<file path="src/rtl/regfile_cmd_ctrl_pkg.sv">
// ---------------------------------------------------------------------------
// regfile_ctrl_pkg : shared FSM state encoding and command opcodes
// Revision 1.0
// ---------------------------------------------------------------------------
`default_nettype none

package regfile_ctrl_pkg;

    typedef enum logic [2:0] {
        IDLE    = 3'd0,
        WR_ADDR = 3'd1,
        WR_DATA = 3'd2,
        RD_ADDR = 3'd3,
        RD_WAIT = 3'd4,
        TX_SEND = 3'd5
    } state_t;

    localparam logic [7:0] WR_CMD = 8'hAA;
    localparam logic [7:0] RD_CMD = 8'hBB;

endpackage

`default_nettype wire

</file>
<file path="src/rtl/regfile_cmd_ctrl_if.sv">
// ---------------------------------------------------------------------------
// regfile_cmd_ctrl_if : byte RX/TX and register file pins of the sequencer
// Revision 1.0
// ---------------------------------------------------------------------------
`default_nettype none

interface regfile_cmd_ctrl_if #(
    parameter int WIDTH      = 8,
    parameter int ADDR_WIDTH = 4
);

    logic [WIDTH-1:0]      RxData;
    logic                  RxValid;
    logic                  TxBusy;
    logic [WIDTH-1:0]      RfRdData;
    logic                  RfRdValid;
    logic [ADDR_WIDTH-1:0] RfAddress;
    logic                  RfWrEn;
    logic                  RfRdEn;
    logic [WIDTH-1:0]      RfWrData;
    logic [WIDTH-1:0]      TxData;
    logic                  TxValid;
    logic                  CmdErr;

    // Sequencer side
    modport master (
        input  RxData, RxValid, TxBusy, RfRdData, RfRdValid,
        output RfAddress, RfWrEn, RfRdEn, RfWrData, TxData, TxValid, CmdErr
    );

    // Datapath / register file side
    modport slave (
        output RxData, RxValid, TxBusy, RfRdData, RfRdValid,
        input  RfAddress, RfWrEn, RfRdEn, RfWrData, TxData, TxValid, CmdErr
    );

endinterface

`default_nettype wire

</file>
<file path="src/rtl/regfile_cmd_ctrl.sv">
// ---------------------------------------------------------------------------
// regfile_cmd_ctrl : framed byte command sequencer for a single-port regfile
// Revision 1.0
// ---------------------------------------------------------------------------
`default_nettype none

module regfile_cmd_ctrl
    import regfile_ctrl_pkg::*;
#(
    parameter int WIDTH      = 8,
    parameter int ADDR_WIDTH = 4,
    parameter int TIMEOUT    = 4
) (
    input  logic               CLK,
    input  logic               RST,
    regfile_cmd_ctrl_if.master bus
);

    localparam int CNT_W = $clog2(TIMEOUT + 1);
    localparam logic [CNT_W-1:0] TO_LAST = CNT_W'(TIMEOUT - 1);

    state_t                state_q,     state_d;
    logic [ADDR_WIDTH-1:0] addr_q,      addr_d;
    logic [CNT_W-1:0]      cnt_q,       cnt_d;
    logic [ADDR_WIDTH-1:0] rf_addr_q,   rf_addr_d;
    logic [WIDTH-1:0]      rf_wdata_q,  rf_wdata_d;
    logic                  rf_wren_q,   rf_wren_d;
    logic                  rf_rden_q,   rf_rden_d;
    logic [WIDTH-1:0]      tx_data_q,   tx_data_d;
    logic                  tx_valid_q,  tx_valid_d;
    logic                  cmd_err_q,   cmd_err_d;

    logic                  w_addr_bad;

    // Address bytes must fit in the register file address space
    assign w_addr_bad = |bus.RxData[WIDTH-1:ADDR_WIDTH];

    always_ff @(posedge CLK or negedge RST) begin
        if (!RST) begin
            state_q    <= IDLE;
            addr_q     <= '0;
            cnt_q      <= '0;
            rf_addr_q  <= '0;
            rf_wdata_q <= '0;
            rf_wren_q  <= 1'b0;
            rf_rden_q  <= 1'b0;
            tx_data_q  <= '0;
            tx_valid_q <= 1'b0;
            cmd_err_q  <= 1'b0;
        end else begin
            state_q    <= state_d;
            addr_q     <= addr_d;
            cnt_q      <= cnt_d;
            rf_addr_q  <= rf_addr_d;
            rf_wdata_q <= rf_wdata_d;
            rf_wren_q  <= rf_wren_d;
            rf_rden_q  <= rf_rden_d;
            tx_data_q  <= tx_data_d;
            tx_valid_q <= tx_valid_d;
            cmd_err_q  <= cmd_err_d;
        end
    end

    always_comb begin
        state_d    = state_q;
        addr_d     = addr_q;
        cnt_d      = cnt_q;
        rf_addr_d  = rf_addr_q;
        rf_wdata_d = rf_wdata_q;
        rf_wren_d  = 1'b0;
        rf_rden_d  = 1'b0;
        tx_data_d  = tx_data_q;
        tx_valid_d = tx_valid_q;
        cmd_err_d  = 1'b0;

        unique case (state_q)
            IDLE: begin
                if (bus.RxValid) begin
                    if (bus.RxData == WIDTH'(WR_CMD)) begin
                        state_d = WR_ADDR;
                    end else if (bus.RxData == WIDTH'(RD_CMD)) begin
                        state_d = RD_ADDR;
                    end else begin
                        cmd_err_d = 1'b1;
                    end
                end
            end

            WR_ADDR: begin
                if (bus.RxValid) begin
                    if (w_addr_bad) begin
                        cmd_err_d = 1'b1;
                        state_d   = IDLE;
                    end else begin
                        addr_d  = bus.RxData[ADDR_WIDTH-1:0];
                        state_d = WR_DATA;
                    end
                end
            end

            WR_DATA: begin
                if (bus.RxValid) begin
                    rf_addr_d  = addr_q;
                    rf_wdata_d = bus.RxData;
                    rf_wren_d  = 1'b1;
                    state_d    = IDLE;
                end
            end

            RD_ADDR: begin
                if (bus.RxValid) begin
                    if (w_addr_bad) begin
                        cmd_err_d = 1'b1;
                        state_d   = IDLE;
                    end else begin
                        rf_addr_d = bus.RxData[ADDR_WIDTH-1:0];
                        rf_rden_d = 1'b1;
                        cnt_d     = '0;
                        state_d   = RD_WAIT;
                    end
                end
            end

            RD_WAIT: begin
                // Stray bytes are dropped but the read keeps going
                if (bus.RxValid) begin
                    cmd_err_d = 1'b1;
                end
                if (bus.RfRdValid) begin
                    tx_data_d  = bus.RfRdData;
                    tx_valid_d = 1'b1;
                    state_d    = TX_SEND;
                end else if (cnt_q == TO_LAST) begin
                    cmd_err_d = 1'b1;
                    state_d   = IDLE;
                end else begin
                    cnt_d = cnt_q + CNT_W'(1);
                end
            end

            TX_SEND: begin
                if (bus.RxValid) begin
                    cmd_err_d = 1'b1;
                end
                if (!bus.TxBusy) begin
                    tx_valid_d = 1'b0;
                    state_d    = IDLE;
                end
            end

            default: begin
                state_d = IDLE;
            end
        endcase
    end

    assign bus.RfAddress = rf_addr_q;
    assign bus.RfWrData  = rf_wdata_q;
    assign bus.RfWrEn    = rf_wren_q;
    assign bus.RfRdEn    = rf_rden_q;
    assign bus.TxData    = tx_data_q;
    assign bus.TxValid   = tx_valid_q;
    assign bus.CmdErr    = cmd_err_q;

endmodule

`default_nettype wire
</file>
<file path="src/flat_wrapper.sv">
// flat-port wrapper written by rule: the top's interface ports become plain ports
module regfile_cmd_ctrl_flat import regfile_ctrl_pkg::*;
#(
    parameter int WIDTH      = 8,
    parameter int ADDR_WIDTH = 4,
    parameter int TIMEOUT    = 4
)
  (CLK, RST, bus_RxData, bus_RxValid, bus_TxBusy, bus_RfRdData, bus_RfRdValid, bus_RfAddress, bus_RfWrEn, bus_RfRdEn, bus_RfWrData, bus_TxData, bus_TxValid, bus_CmdErr);
  regfile_cmd_ctrl_if #(.WIDTH(WIDTH), .ADDR_WIDTH(ADDR_WIDTH)) bus_i ();
  input  logic CLK;
  input  logic RST;
  input wire logic [$bits(bus_i.RxData)-1:0] bus_RxData;
  input wire logic [$bits(bus_i.RxValid)-1:0] bus_RxValid;
  input wire logic [$bits(bus_i.TxBusy)-1:0] bus_TxBusy;
  input wire logic [$bits(bus_i.RfRdData)-1:0] bus_RfRdData;
  input wire logic [$bits(bus_i.RfRdValid)-1:0] bus_RfRdValid;
  output wire logic [$bits(bus_i.RfAddress)-1:0] bus_RfAddress;
  output wire logic [$bits(bus_i.RfWrEn)-1:0] bus_RfWrEn;
  output wire logic [$bits(bus_i.RfRdEn)-1:0] bus_RfRdEn;
  output wire logic [$bits(bus_i.RfWrData)-1:0] bus_RfWrData;
  output wire logic [$bits(bus_i.TxData)-1:0] bus_TxData;
  output wire logic [$bits(bus_i.TxValid)-1:0] bus_TxValid;
  output wire logic [$bits(bus_i.CmdErr)-1:0] bus_CmdErr;
  assign bus_i.RxData = bus_RxData;
  assign bus_i.RxValid = bus_RxValid;
  assign bus_i.TxBusy = bus_TxBusy;
  assign bus_i.RfRdData = bus_RfRdData;
  assign bus_i.RfRdValid = bus_RfRdValid;
  assign bus_RfAddress = bus_i.RfAddress;
  assign bus_RfWrEn = bus_i.RfWrEn;
  assign bus_RfRdEn = bus_i.RfRdEn;
  assign bus_RfWrData = bus_i.RfWrData;
  assign bus_TxData = bus_i.TxData;
  assign bus_TxValid = bus_i.TxValid;
  assign bus_CmdErr = bus_i.CmdErr;
  regfile_cmd_ctrl #(.WIDTH(WIDTH), .ADDR_WIDTH(ADDR_WIDTH), .TIMEOUT(TIMEOUT)) u_core (.CLK(CLK), .RST(RST), .bus(bus_i));
endmodule
</file>
<file path="config.mk">
export PLATFORM = sky130hd
export DESIGN_NAME = regfile_cmd_ctrl_flat
export DESIGN_NICKNAME = d
export VERILOG_FILES = /design/src/rtl/regfile_cmd_ctrl_pkg.sv /design/src/rtl/regfile_cmd_ctrl_if.sv /design/src/rtl/regfile_cmd_ctrl.sv /design/src/flat_wrapper.sv
export SDC_FILE = /design/constraint.sdc
export NUM_CORES = 1
export LEC_CHECK = 0
export ABC_AREA = 1
export CAP_MARGIN = 40
export CORE_MARGIN = 10
export CORE_UTILIZATION = 51
export CTS_CLUSTER_DIAMETER = 30
export DETAILED_ROUTE_END_ITERATION = 16
export GPL_ROUTABILITY_DRIVEN = 0
export PLACE_DENSITY_LB_ADDON = 0.05
export RECOVER_POWER = 50
export SLEW_MARGIN = 15
export SYNTH_ARGS = -nofsm -noshare
export SYNTH_HDL_FRONTEND = slang
export SYNTH_SLANG_ARGS = --single-unit
</file>
<file path="constraint.sdc">
create_clock -name CLK -period 2.46 [get_ports CLK]
set_input_delay 0.246 -clock CLK [delete_from_list [all_inputs] [get_ports CLK]]
set_output_delay 0.246 -clock CLK [all_outputs]
set_load 0.005 [all_outputs]
</file>
==> metrics.md <==
| Metric | Value |
|---|---|
| Drc violations | `0` |
| Pwr/cell area | `945 nW/um^2` |
| Clock buffer depth | `2` |
| # diodes | `0` |
| Cts repair resizes | `0` |
| CP max FO | `15` |
| Initial antenna violation count | `0` |
| Crit path kind | `reg2reg` |
| Total GRT Usage | `0.144` |
| Post-synthesis sequential area ratio | `0.519` |
| Drt wl/cell | `approximately 13 microns` |
| Leakage | `1.08 nW` |
| Vias | `1472` |
| Worst path slowest cell | `dfrtp_1` |
| Root Buffer | `clkbuf_4` |
| ANT nets after route | `0` |
| Htree depth | `2` |
| Final Max Tran Viols | `0` |
| Final setup fails | `0` |
| Multi-input gate area | `677 sq um` |
| Vias in the first global route | `roughly 1600` |
| Clock transition at the registers of the reported paths | `0.11 ns` |
| Largest net degree at the start of global routing | `35` |
| Core Util, Final | `0.708` |
| Req. time, crit path | `roughly 2.7 ns` |
| Die H | `around 77 microns` |
| Num rows | `20` |
| CP Cell Sequence | `nand3_1, clkbuf_1, inv_1, nand2_1, nand2_1` |
| Avg Vias per Cell | `5.01` |
| I/O pin total | `45` |
| CP most frequent cell | `nand2_1` |
| Post-Syn Area | `1640 sq um` |
| Clk_skew | `~0.0056 ns` |
| Layout cell share with drive strength beyond 1 | `0.0880` |
| Data arrival, critical path | `1.92 ns` |
| Rel. slew slack | `0.620` |
| Fin. Hold Viols | `0` |
| Fill cells | `273` |
| Worst-Margin Slew | `0.569 ns` |
| Maxcap violations | `0` |
| DRT Wirelength | `3.95 mm` |
| Post-Syn Instances | `199` |
| Mean post-synth cell area | `8.24 sq um` |
| Clock Latency Late Sink | `roughly 0.35 ns` |
| Post-CTS setup buffers | `0` |
| Post-synth top area share | `0.519` |
| Post-DP HPWL | `3.04 mm` |
| Yosys warnings | `0` |
| Remaining Overflow, GRT | `0` |
| Synthesis-to-layout area growth | `31.9%` |
| Clock Sink Count | `34` |
| Nets | `272` |
| Core box area | `3050 sq um` |
| CTS Hold Bufs | `0` |
| Achievable Freq | `about 600 MHz` |
| Startpoint types | `register` |
| Pre-Repair DR Iteration Count | `4` |
| DIE AREA | `5880 sq um` |
| Post-route setup TNS | `0 ns` |
| Die width | `76.7 microns` |
| VDD IR-drop max | `507 uV` |
| Count of buffers from port buffering | `44` |
| Period utilization | `0.678` |
| Iteration-0 DRC count of the detailed router | `72` |
| Total Power | `2.04 mW` |
| Synth top area cells | `dfrtp_1, nand2_1, inv_1` |
| TritonCTS clock tree | `yes` |
| Global-route wire length before repair | `7.06 mm` |
| Unique masters post-synth | `21` |
| Status | `complete, no violations` |
| HP Class | `in2async` |
| Min Tclk post-route | `roughly 1.7 ns` |
| Syn_nets | `222` |
| Largest stage delay on the critical path | `0.55 ns` |
| RSZ-0062 raised after global routing | `false` |
| Initial Util | `0.537` |
| Register area | `851 sq um` |
| CTS Buf Count | `5` |
| #FFs+latches synth | `34` |
| CP Capture Type | `register` |
| Cell taking the most area after synthesis | `dfrtp_1` |
==> sequential cells by signal (all words and copies together), names as in the netlist <==
| name | count |
|---|---|
| u_core.bus.CmdErr | 1 |
| u_core.bus.RfWrData | 8 |
| u_core.bus.RfAddress | 4 |
| u_core.addr_q | 4 |
| u_core.bus.RfRdEn | 1 |
| u_core.bus.RfWrEn | 1 |
| u_core.cnt_q | 3 |
| u_core.bus.TxValid | 1 |
| u_core.state_q | 3 |
| u_core.bus.TxData | 8 |
==> layout make-up <==
cell class / instances / area share
tap: 44 / 0.0255
sequential: 34 / 0.394
multi-input combinational: 145 / 0.313
clock buffer: 6 / 0.0237
inverter: 17 / 0.0295
clock inverter: 2 / 0.00579
timing repair buffer: 46 / 0.209
==> layout by cell type (no fill, tap or decap), types with 2 or more instances in the layout <==
| cell | count |
|---|---|
| nand2_2 | 2 |
| inv_1 | 17 |
| o21ai_0 | 11 |
| clkbuf_4 | 5 |
| nand3_2 | 2 |
| clkdlybuf4s50_1 | 40 |
| o21ai_2 | 6 |
| nor2_1 | 15 |
| ha_1 | 2 |
| dfrtp_1 | 34 |
| dlygate4sd3_1 | 4 |
| o21ai_1 | 5 |
| nand2_1 | 79 |
| nor3_1 | 2 |
| o21bai_1 | 2 |
| nor2_2 | 2 |
| nand3_1 | 11 |
| nand4_1 | 3 |
==> synth_stat cells (all sizes together) <==
| cell | count |
|---|---|
| nor2 | 18 |
| ha | 2 |
| buf | 3 |
| o21bai | 2 |
| a31oi | 1 |
| a21oi | 1 |
| o21ai | 22 |
| inv | 17 |
| nand4 | 3 |
| nor3 | 2 |
| nand3 | 13 |
| dfrtp | 34 |
| nand2 | 81 |
==> final timing paths <==
kind | from | end | slack [ns] | cells past startpoint
setup / recovery | u_core.state_q[2] | u_core.bus.TxData[3] | 0.79 | 5
hold / removal | RST | u_core.bus.RfAddress[3] | 0.36 | 2
setup reg to reg | u_core.state_q[2] | u_core.bus.TxData[3] | 0.79 | 5
hold reg to reg | u_core.bus.TxValid | u_core.bus.TxValid | 0.48 | 2
max in group asynchronous | RST | u_core.bus.RfWrData[7] | 1.80 | 2
min in group CLK | bus_RfRdData[2] | u_core.bus.TxData[2] | 0.42 | 3
==> routing by layer <==
metal | track usage | wire [microns] | vias up
li1 | - | - | 733
met1 | 0.164 | 1750 | 686
met2 | 0.228 | 1820 | 44
met3 | 0.0583 | 282 | 9
met4 | 0.0688 | 94 | 0
met5 | 0 | 0 | -
==> where the power goes <==
group | switching, mW | total (mW) | internal, mW
Clock | 0.200 | 0.337 | 0.137
Combinational | 0.365 | 0.798 | 0.433
Sequential | 0.144 | 0.908 | 0.764
==> metrics by stage <==
stage / instance area, sq um / instances / hold WS (ns) / worst slack, ns
final: 2160 / 294 / 0.364 / 0.792
after global routing: 2160 / 294 / 0.392 / 0.628
after CTS: 2180 / 294 / 0.299 / 0.916
after detailed placement: 2120 / 286 / 0.466 / 0.749
after global placement: 2120 / 286 / 0.458 / 0.822
after floorplan: 1640 / 199 / -0.0496 / 1.21
==> cells by family (layout without fill, tap and decap cells) <==
logic type                 count (synthesis)  count (layout)  share of synthesized area
adders and majority gates                  2               2                     0.0153
and+or+nand+nor                          117             117                      0.311
DFF                                       34              34                      0.519
buffers and inverters                     20              71                     0.0573
AOI/OAI and AO/OA                         26              26                     0.0969
==> worst max-delay path, delay by kind of cell (launching register included) <==
family / cells / cell delay (ns)
simple gates: 3 / 0.36
flops: 1 / 0.55
buf+inv: 2 / 0.66
No activity file was read; power rests on OpenSTA's default activity.
